`src/rtl/pcie_rc_rx.sv`:
```
// rtl/pcie_rc_rx.sv - requester-completion receive stage for Type 0 config reads
// Matches the armed tag, drains/counts stray completions, times out lost reads.
module pcie_rc_rx #(
    parameter int C_DATA_WIDTH   = 512,
    parameter int KEEP_WIDTH     = C_DATA_WIDTH / 32,
    parameter int TIMEOUT_CYCLES = 250000
) (
    input  logic                    user_clk,
    input  logic                    user_reset,
    input  logic                    user_lnk_up,
    input  logic [C_DATA_WIDTH-1:0] m_axis_rc_tdata,
    input  logic [160:0]            m_axis_rc_tuser,
    input  logic [KEEP_WIDTH-1:0]   m_axis_rc_tkeep,
    input  logic                    m_axis_rc_tlast,
    input  logic                    m_axis_rc_tvalid,
    output logic                    m_axis_rc_tready,
    input  logic                    ctr2rx_type0_cfg_read,
    input  logic [7:0]              ctr2rx_type0_cfg_read_tag,
    output logic                    rx2ctr_type0_cfg_read_done,
    output logic [31:0]             rx2ctr_type0_cfg_read_data,
    output logic [2:0]              rx2ctr_type0_cfg_read_status,
    output logic [3:0]              rx2ctr_type0_cfg_read_err,
    output logic                    rx2ctr_type0_cfg_read_poisoned,
    output logic                    rx2ctr_type0_cfg_read_timeout,
    output logic [15:0]             rx2ctr_unexp_cpl_cnt
);

    localparam logic [23:0] TMO_LAST = 24'(TIMEOUT_CYCLES - 1);

    typedef enum logic [1:0] {IDLE, WAIT, DRAIN, DONE} state_t;

    state_t      state;
    logic [7:0]  tag_q;
    logic [23:0] cnt;
    logic        armed;
    logic        report;
    logic        tmo_pend;
    logic [31:0] lat_data;
    logic [2:0]  lat_status;
    logic [3:0]  lat_err;
    logic        lat_poison;

    logic        beat;
    logic        sop;
    logic        disc;
    logic        match;
    logic [2:0]  cpl_status;
    logic [31:0] cpl_data;
    logic        cpl_poison;
    logic        unexp;
    logic        expire;
    logic        unused_bits;

    assign beat       = m_axis_rc_tvalid && m_axis_rc_tready;
    assign sop        = beat && m_axis_rc_tuser[64];
    assign disc       = m_axis_rc_tuser[96];
    assign match      = m_axis_rc_tdata[71:64] == tag_q;
    assign cpl_status = m_axis_rc_tdata[45:43];
    // Non-successful completions carry no meaningful payload.
    assign cpl_data   = (cpl_status == 3'b000) ? m_axis_rc_tdata[127:96] : 32'h0;
    assign cpl_poison = m_axis_rc_tdata[46] | disc;
    assign expire     = (cnt >= TMO_LAST) || !user_lnk_up;

    assign unused_bits = ^{m_axis_rc_tkeep, m_axis_rc_tuser[160:97], m_axis_rc_tuser[95:65],
                           m_axis_rc_tuser[63:0], m_axis_rc_tdata[C_DATA_WIDTH-1:128],
                           m_axis_rc_tdata[95:72], m_axis_rc_tdata[63:47],
                           m_axis_rc_tdata[42:16], m_axis_rc_tdata[11:0]};

    always_comb begin
        unexp = 1'b0;
        if (sop && state != DRAIN && !(state == WAIT && match))
            unexp = 1'b1;
    end

    always_ff @(posedge user_clk) begin
        if (user_reset) begin
            state                          <= IDLE;
            tag_q                          <= 8'h0;
            cnt                            <= 24'h0;
            armed                          <= 1'b0;
            report                         <= 1'b0;
            tmo_pend                       <= 1'b0;
            lat_data                       <= 32'h0;
            lat_status                     <= 3'b000;
            lat_err                        <= 4'h0;
            lat_poison                     <= 1'b0;
            m_axis_rc_tready               <= 1'b0;
            rx2ctr_type0_cfg_read_done     <= 1'b0;
            rx2ctr_type0_cfg_read_data     <= 32'h0;
            rx2ctr_type0_cfg_read_status   <= 3'b000;
            rx2ctr_type0_cfg_read_err      <= 4'h0;
            rx2ctr_type0_cfg_read_poisoned <= 1'b0;
            rx2ctr_type0_cfg_read_timeout  <= 1'b0;
            rx2ctr_unexp_cpl_cnt           <= 16'h0;
        end else begin
            m_axis_rc_tready           <= 1'b1;
            rx2ctr_type0_cfg_read_done <= 1'b0;
            if (unexp && rx2ctr_unexp_cpl_cnt != 16'hFFFF)
                rx2ctr_unexp_cpl_cnt <= rx2ctr_unexp_cpl_cnt + 16'd1;

            case (state)
                IDLE: begin
                    if (ctr2rx_type0_cfg_read) begin
                        tag_q    <= ctr2rx_type0_cfg_read_tag;
                        cnt      <= 24'h0;
                        armed    <= 1'b1;
                        tmo_pend <= 1'b0;
                        state    <= WAIT;
                    end
                    if (sop && !m_axis_rc_tlast) begin
                        report <= 1'b0;
                        state  <= DRAIN;
                    end
                end
                WAIT: begin
                    cnt <= cnt + 24'd1;
                    if (sop && match) begin
                        lat_data   <= cpl_data;
                        lat_status <= cpl_status;
                        lat_err    <= m_axis_rc_tdata[15:12];
                        lat_poison <= cpl_poison;
                        if (m_axis_rc_tlast) begin
                            rx2ctr_type0_cfg_read_done     <= 1'b1;
                            rx2ctr_type0_cfg_read_data     <= cpl_data;
                            rx2ctr_type0_cfg_read_status   <= cpl_status;
                            rx2ctr_type0_cfg_read_err      <= m_axis_rc_tdata[15:12];
                            rx2ctr_type0_cfg_read_poisoned <= cpl_poison;
                            rx2ctr_type0_cfg_read_timeout  <= 1'b0;
                            state                          <= DONE;
                        end else begin
                            report <= 1'b1;
                            state  <= DRAIN;
                        end
                    end else if (sop && !m_axis_rc_tlast) begin
                        // A stray TLP straddling the deadline reports the timeout at its tlast.
                        report   <= 1'b0;
                        tmo_pend <= expire;
                        state    <= DRAIN;
                    end else if (expire) begin
                        rx2ctr_type0_cfg_read_done     <= 1'b1;
                        rx2ctr_type0_cfg_read_data     <= 32'hFFFF_FFFF;
                        rx2ctr_type0_cfg_read_status   <= 3'b001;
                        rx2ctr_type0_cfg_read_err      <= 4'h0;
                        rx2ctr_type0_cfg_read_poisoned <= 1'b0;
                        rx2ctr_type0_cfg_read_timeout  <= 1'b1;
                        state                          <= DONE;
                    end
                end
                DRAIN: begin
                    if (armed) begin
                        if (cnt >= TMO_LAST) tmo_pend <= 1'b1;
                        else                 cnt      <= cnt + 24'd1;
                    end
                    if (beat && report) lat_poison <= lat_poison | disc;
                    if (beat && m_axis_rc_tlast) begin
                        if (report) begin
                            rx2ctr_type0_cfg_read_done     <= 1'b1;
                            rx2ctr_type0_cfg_read_data     <= lat_data;
                            rx2ctr_type0_cfg_read_status   <= lat_status;
                            rx2ctr_type0_cfg_read_err      <= lat_err;
                            rx2ctr_type0_cfg_read_poisoned <= lat_poison | disc;
                            rx2ctr_type0_cfg_read_timeout  <= 1'b0;
                            state                          <= DONE;
                        end else if (armed && (tmo_pend || cnt >= TMO_LAST)) begin
                            rx2ctr_type0_cfg_read_done     <= 1'b1;
                            rx2ctr_type0_cfg_read_data     <= 32'hFFFF_FFFF;
                            rx2ctr_type0_cfg_read_status   <= 3'b001;
                            rx2ctr_type0_cfg_read_err      <= 4'h0;
                            rx2ctr_type0_cfg_read_poisoned <= 1'b0;
                            rx2ctr_type0_cfg_read_timeout  <= 1'b1;
                            state                          <= DONE;
                        end else if (armed) begin
                            state <= WAIT;
                        end else begin
                            state <= IDLE;
                        end
                    end
                end
                DONE: begin
                    armed    <= 1'b0;
                    report   <= 1'b0;
                    tmo_pend <= 1'b0;
                    state    <= IDLE;
                    // A TLP starting here is stray; drain it while disarmed.
                    if (sop && !m_axis_rc_tlast) state <= DRAIN;
                end
                default: state <= IDLE;
            endcase
        end
    end

endmodule

```
`config.mk`:
```
export PLATFORM = sky130hd
export DESIGN_NAME = pcie_rc_rx
export DESIGN_NICKNAME = d
export VERILOG_FILES = /design/src/rtl/pcie_rc_rx.sv
export SDC_FILE = /design/constraint.sdc
export NUM_CORES = 1
export LEC_CHECK = 0
export CORE_AREA = 2 2 294 296
export CTS_BUF_LIST = sky130_fd_sc_hd__clkbuf_2
export CTS_CLUSTER_DIAMETER = 200
export DETAILED_ROUTE_END_ITERATION = 10
export DIE_AREA = 0 0 296 298
export PLACE_DENSITY_LB_ADDON = 0.3
export SYNTH_ARGS = -nofsm -noshare
export SYNTH_HDL_FRONTEND = slang
export SYNTH_SLANG_ARGS = --single-unit
```
`constraint.sdc`:
```
create_clock -name user_clk -period 7.8 [get_ports user_clk]
set_clock_uncertainty 0.1 [all_clocks]
set_input_delay 1.56 -clock user_clk [delete_from_list [all_inputs] [get_ports user_clk]]
set_output_delay 1.56 -clock user_clk [all_outputs]
set_load 0.005 [all_outputs]
```
# After elaboration in Yosys (flattened, before gate mapping)
# Index checks and enable logic that the tools add are counted.
classes:
  addsub: 2
  n_mul: 0
  div_mod_pow: 0
  order_cmp: 1
  n_eq_ne: 22
  n_shift: 0
  n_mux: 82
  bitwise_logic: 2
  reduce_logical: 31
ops:
  columns: ["operator", "n"]
  rows:
  - ["2-to-1 mux 32 bit", 8]
  - ["2-to-1 mux 24 bit", 3]
  - ["case mux 24 bit (3 select lines)", 1]
  - ["case mux 32 bit (2 select lines)", 1]
  - ["2-to-1 mux 1 bit", 36]
  - ["2-to-1 mux 4 bit", 7]
  - ["adder 24 x 1 -> 24 bit (second input constant)", 1]
  - ["greater-or-equal comparator 24 x 18 -> 1 bit (second input constant)", 1]
  - ["2-to-1 mux 3 bit", 7]
  - ["2-to-1 mux 2 bit", 9]
  - ["adder 16 x 1 -> 16 bit (second input constant)", 1]
  - ["!= test 16 bit (second input constant)", 1]
  - ["!= test 2 bit (second input constant)", 8]
  - ["!= test 3 bit (second input constant)", 5]
  - ["logical AND 1 bit", 11]
  - ["case mux 1 bit (2 select lines)", 5]
  - ["equality test 8 bit", 1]
  - ["case mux 2 bit (4 select lines)", 1]
  - ["case mux 4 bit (2 select lines)", 1]
  - ["AND reduction 2 bit", 4]
  - ["case mux 3 bit (2 select lines)", 1]
  - ["AND reduction 3 bit", 2]
  - ["AND reduction 6 bit", 1]
  - ["nonzero test 3 bit", 2]
  - ["15 further kinds", 22]
word_totals:
  register_bits: 136
  latchBits: 0
  mem_bits_rw: 0
  romBits: 0
  in_bits: 703
  output_inout_bits: 59
  wordCells: 158
  memories: 0

# Depth between registers and ports, before layout
logic_depth:
  word_depth: 7
  mapped_depth: 11

# Least setup slack after synthesis
# Ideal clock, no wire load.
synth_timing:
  kind: "input to register"
  from: "in ctr2rx_type0_cfg_read"
  to: "reg cnt[15]"
  setup_time_ns: 0.115
  arrival_ns: 3.222
  slack_ns: 4.363
  path_stages: 8
  path_buffers: 2
  cell_sequence: "clkbuf_1 > nand2b_1 > o211ai_1 > nor4_1 > buf_2 > o2111ai_1 > o21a_1 > o21ba_2"
synth_between:
  elab_chain_cells: 2
synth_lines:
  columns: ["element", "line_no", "rtl"]
  rows:
  - ["start, declared", "17", "input logic ctr2rx_type0_cfg_read,"]
  - ["!= test 2 bit (no line)", null, null]
  - ["AND reduction 4 bit (no line)", null, null]
  - ["end signal, assigned", "116", "cnt <= cnt + 24'd1;"]
  - ["end signal, assigned", "152", "else cnt <= cnt + 24'd1;"]
  - ["end, declared", "34", "logic [23:0] cnt;"]
# No other way between the ends.
# A chain may end at the register's enable or synchronous reset.

# Final worst setup path
layout_timing:
  from: "reg m_axis_rc_tready"
  to: "out m_axis_rc_tready"
layout_rtl:
  columns: ["element", "line_no", "rtl"]
  rows:
  - ["start, declared", "16", "output logic m_axis_rc_tready,"]
  - ["start signal, assigned", "87", "m_axis_rc_tready <= 1'b0;"]
  - ["start signal, assigned", "96", "m_axis_rc_tready <= 1'b1;"]
# No word-level cell between the ends.

==> results by group <==
Run status
  – Status: complete, no violations

Die
  – # rows: 107
  – Die width: 296 um
  – Die Ht: 298 um
  – Core box area: 0.0849 mm^2
  – Full die area: 0.0882 mm^2
  – Ports: 762
  – Initial Utilization: 7.68%

Worst setup path
  – Worst-path fanout max: 6
  – Worst path bufs/invs: 1
  – Element type at the critical path start: flop
  – Max incr delay on CP: 0.63 ns
  – Critical path arrival: 2.00 ns
  – Setup crit end kind: output pin
  – Worst setup path class: reg -> out
  – Cell chain of the critical path: clkdlybuf4s50_1
  – CP Data Required Time: 6.14 ns
  – CP max-delay cell: clkdlybuf4s50_1
  – Top cell family by delay on the critical path: buffers and inverters

Timing
  – Relative slew slack: 28.0%
  – Fin crit share: 46.9%
  – Fmax: 0.273 GHz
  – Crit path time final: 3.66 ns
  – Final hold violations: 0
  – Slew Viols, Final: 0
  – RSZ-0062 raised after global routing: false
  – Worst Tran Pin Value: 1.08 ns
  – TNS Setup: 0 ns
  – Final Setup Violations: 0

Placement
  – Port buffer count: 122
  – Area after DPL: 0.00908 mm^2
  – HPWL Detailed: 18,300 um
  – GP Congestion: 0.735

Global routing
  – Vias in the first global route: 6,383
  – Initial antenna violation count: 6
  – Gr usage total: 6.04%
  – First-pass GRT wire length: 40,000 um
  – Largest net degree at the start of global routing: 72
  – GRT overflow: 0

Yosys
  – Synth Area in Compound Gates: 22.0%
  – #FFs+latches synth: 136
  – Area leader, netlist: dfxtp_1
  – Ys flop type: dfxtp_1
  – Avg Inst Size Synth: 7.62 um^2
  – Yosys warning count: 0
  – Largest family of logic cells by synthesized area: simple AND/OR/NAND/NOR gates
  – Synth cell count leaders: a21oi_1 (142), dfxtp_1 (136), nand2_1 (109)
  – Post-synth top area share: 41.8%
  – Post-Synth Adder-Cell Area: 1.54%
  – Top-count cell post-synth: a21oi_1
  – Async set or reset register ratio after synthesis: 0%
  – Synthesized area: 0.00652 mm^2
  – Yosys cell types: 49
  – Leading cell types by total area after synthesis: dfxtp_1 (42%), a21oi_1 (11%), nand3_1 (7.3%), nand2_1 (6.3%), nor2_1 (4.4%)
  – Post-synthesis mux area share: 0%
  – Post-Synth Simple-Gate Area: 26.1%
  – Post-synth EDFFs: 0
  – Register area share after synthesis: 41.8%
  – Synthesized Nets: 1,566
  – Post-Syn Instances: 855
  – Post-synthesis xor/xnor area fraction: 4.17%

Clock network
  – CTS tree: built
  – Post_cts resized: 0
  – CTS clock-pin slew for the worst setup and hold paths: 0.23 ns
  – CTS sink cnt: 136
  – Clock root cell: clkbuf_2
  – Setup bufs post-CTS: 0
  – Max H-tree Level: 4
  – Cts bufs inserted: 17
  – Clk_lat worst skew: 0.88 ns
  – Clock Tree Buf Depth: 2
  – # hold bufs at CTS: 0

Power
  – Pwr dens: 205 mW/mm^2
  – Static Leak: 2.74 nW
  – Sequential power share: 44.3%
  – Final Power: 1.90 mW
  – Power Internal: 1.15 mW
  – Max IR drop VDD: 0.0886 mV
  – Clock power frac: 21.6%
  – Sw frac: 39.4%
  – Comb power frac: 34.1%
  – NetSw: 0.748 mW

Drt
  – Vias: 6,517
  – Drt first pass iters: 5
  – DRT iter0 DRCs: 357
  – Drt via density: 3.10
  – DRT Wirelength: 26,600 um
  – WL per Instance: 12.6 um
  – DR DRC count: 0
  – ANT nets after route: 0

Flow run
  – # Max-Cap Violations: 0

Final layout
  – Fin area: 0.00926 mm^2
  – Area delta synth->final: 42.1%
  – Layout Nets: 1,660
  – Layout cells sized above 1: 6.04%

Hold path
  – Min-Delay Path Class: reg -> reg
[worst paths after layout]
check | depth (start not counted) | to | slack, ns | startpoint
min | 2 | lat_data[31] | 0.37 | lat_data[31]
max | 1 | m_axis_rc_tready | 4.14 | m_axis_rc_tready
min reg2reg | 2 | lat_data[31] | 0.37 | lat_data[31]
max reg2reg | 9 | cnt[23] | 4.71 | state[1]
[layout make-up]
type	instances	area, um^2
multi-input combinational	644	3540
fill	9893	75600
antenna	1	2.50
clock inverter	13	97.6
sequential	136	2720
inverter	12	45.0
timing repair buffer	138	1340
clock buffer	17	85.1
tap	1144	1430
[cells in the final DEF, fill, tap and decap left out, drive strengths merged, types with 3 or more instances in the layout]
| cell type | n |
|---|---|
| buf | 17 |
| a32oi | 6 |
| nand4b | 3 |
| or3 | 6 |
| nor2 | 77 |
| nor4 | 6 |
| or4 | 7 |
| o31ai | 3 |
| clkinvlp | 4 |
| and3 | 11 |
| o21a | 4 |
| nand4 | 15 |
| nor3 | 7 |
| clkdlybuf4s50 | 121 |
| o2111ai | 8 |
| a211oi | 9 |
| dfxtp | 136 |
| xnor2 | 11 |
| nand3 | 95 |
| and2 | 7 |
| a21oi | 142 |
| nand2b | 4 |
| and4 | 6 |
| clkinv | 5 |
| o211ai | 4 |
| ha | 8 |
| a311oi | 4 |
| nand2 | 109 |
| nor4b | 3 |
| clkbuf | 17 |
| xor2 | 20 |
| o21ai | 53 |
| inv | 16 |
[registers in the layout, summed over array words and instances (netlist names)]
| register | flops |
|---|---|
| m_axis_rc_tready | 1 |
| lat_poison | 1 |
| report | 1 |
| rx2ctr_type0_cfg_read_status | 3 |
| lat_err | 4 |
| tmo_pend | 1 |
| rx2ctr_type0_cfg_read_done | 1 |
| state | 2 |
| rx2ctr_unexp_cpl_cnt | 16 |
| rx2ctr_type0_cfg_read_err | 4 |
| rx2ctr_type0_cfg_read_data | 32 |
| rx2ctr_type0_cfg_read_timeout | 1 |
| rx2ctr_type0_cfg_read_poisoned | 1 |
| tag_q | 8 |
| lat_status | 3 |
| armed | 1 |
| cnt | 24 |
| lat_data | 32 |
[kinds of logic (layout without fill, tap and decap cells)]
| family | Yosys count | in the layout |
|---|---|---|
| DFF | 136 | 136 |
| other | 0 | 1 |
| AOI/OAI and AO/OA | 247 | 247 |
| adders and majority gates | 8 | 8 |
| and+or+nand+nor | 358 | 358 |
| buffers and inverters | 75 | 180 |
| xor gates and xnor gates | 31 | 31 |
[power by group through the flow]
stage,registers (mW),clock network (mW),logic (mW)
finish,0.841,0.411,0.647
detailed placement,0.856,0,0.655
global placement,0.856,0,0.653
global route,0.855,0.475,0.721
CTS,0.844,0.450,0.659
floorplan,0.849,0,0.304
[layer usage]
metal	routed length (um)	GRT usage, %	part of all wire, %
met5	51	0	0.19
met4	368	1.74	1.4
met3	1920	2.26	7.2
met2	11500	9.12	43
met1	12700	7.96	48
[metrics by stage]
step	instances	hold WS (ns)	utilization [%]	setup slack, ns
after global placement	2074	0.340	10.7	3.34
after floorplan	855	0.336	-	4.36
after global routing	2105	0.391	10.9	3.92
after CTS	2104	0.372	10.9	3.96
final	2105	0.369	10.9	4.14
after detailed placement	2074	0.347	10.7	3.28
No activity file was read; power rests on OpenSTA's default activity.
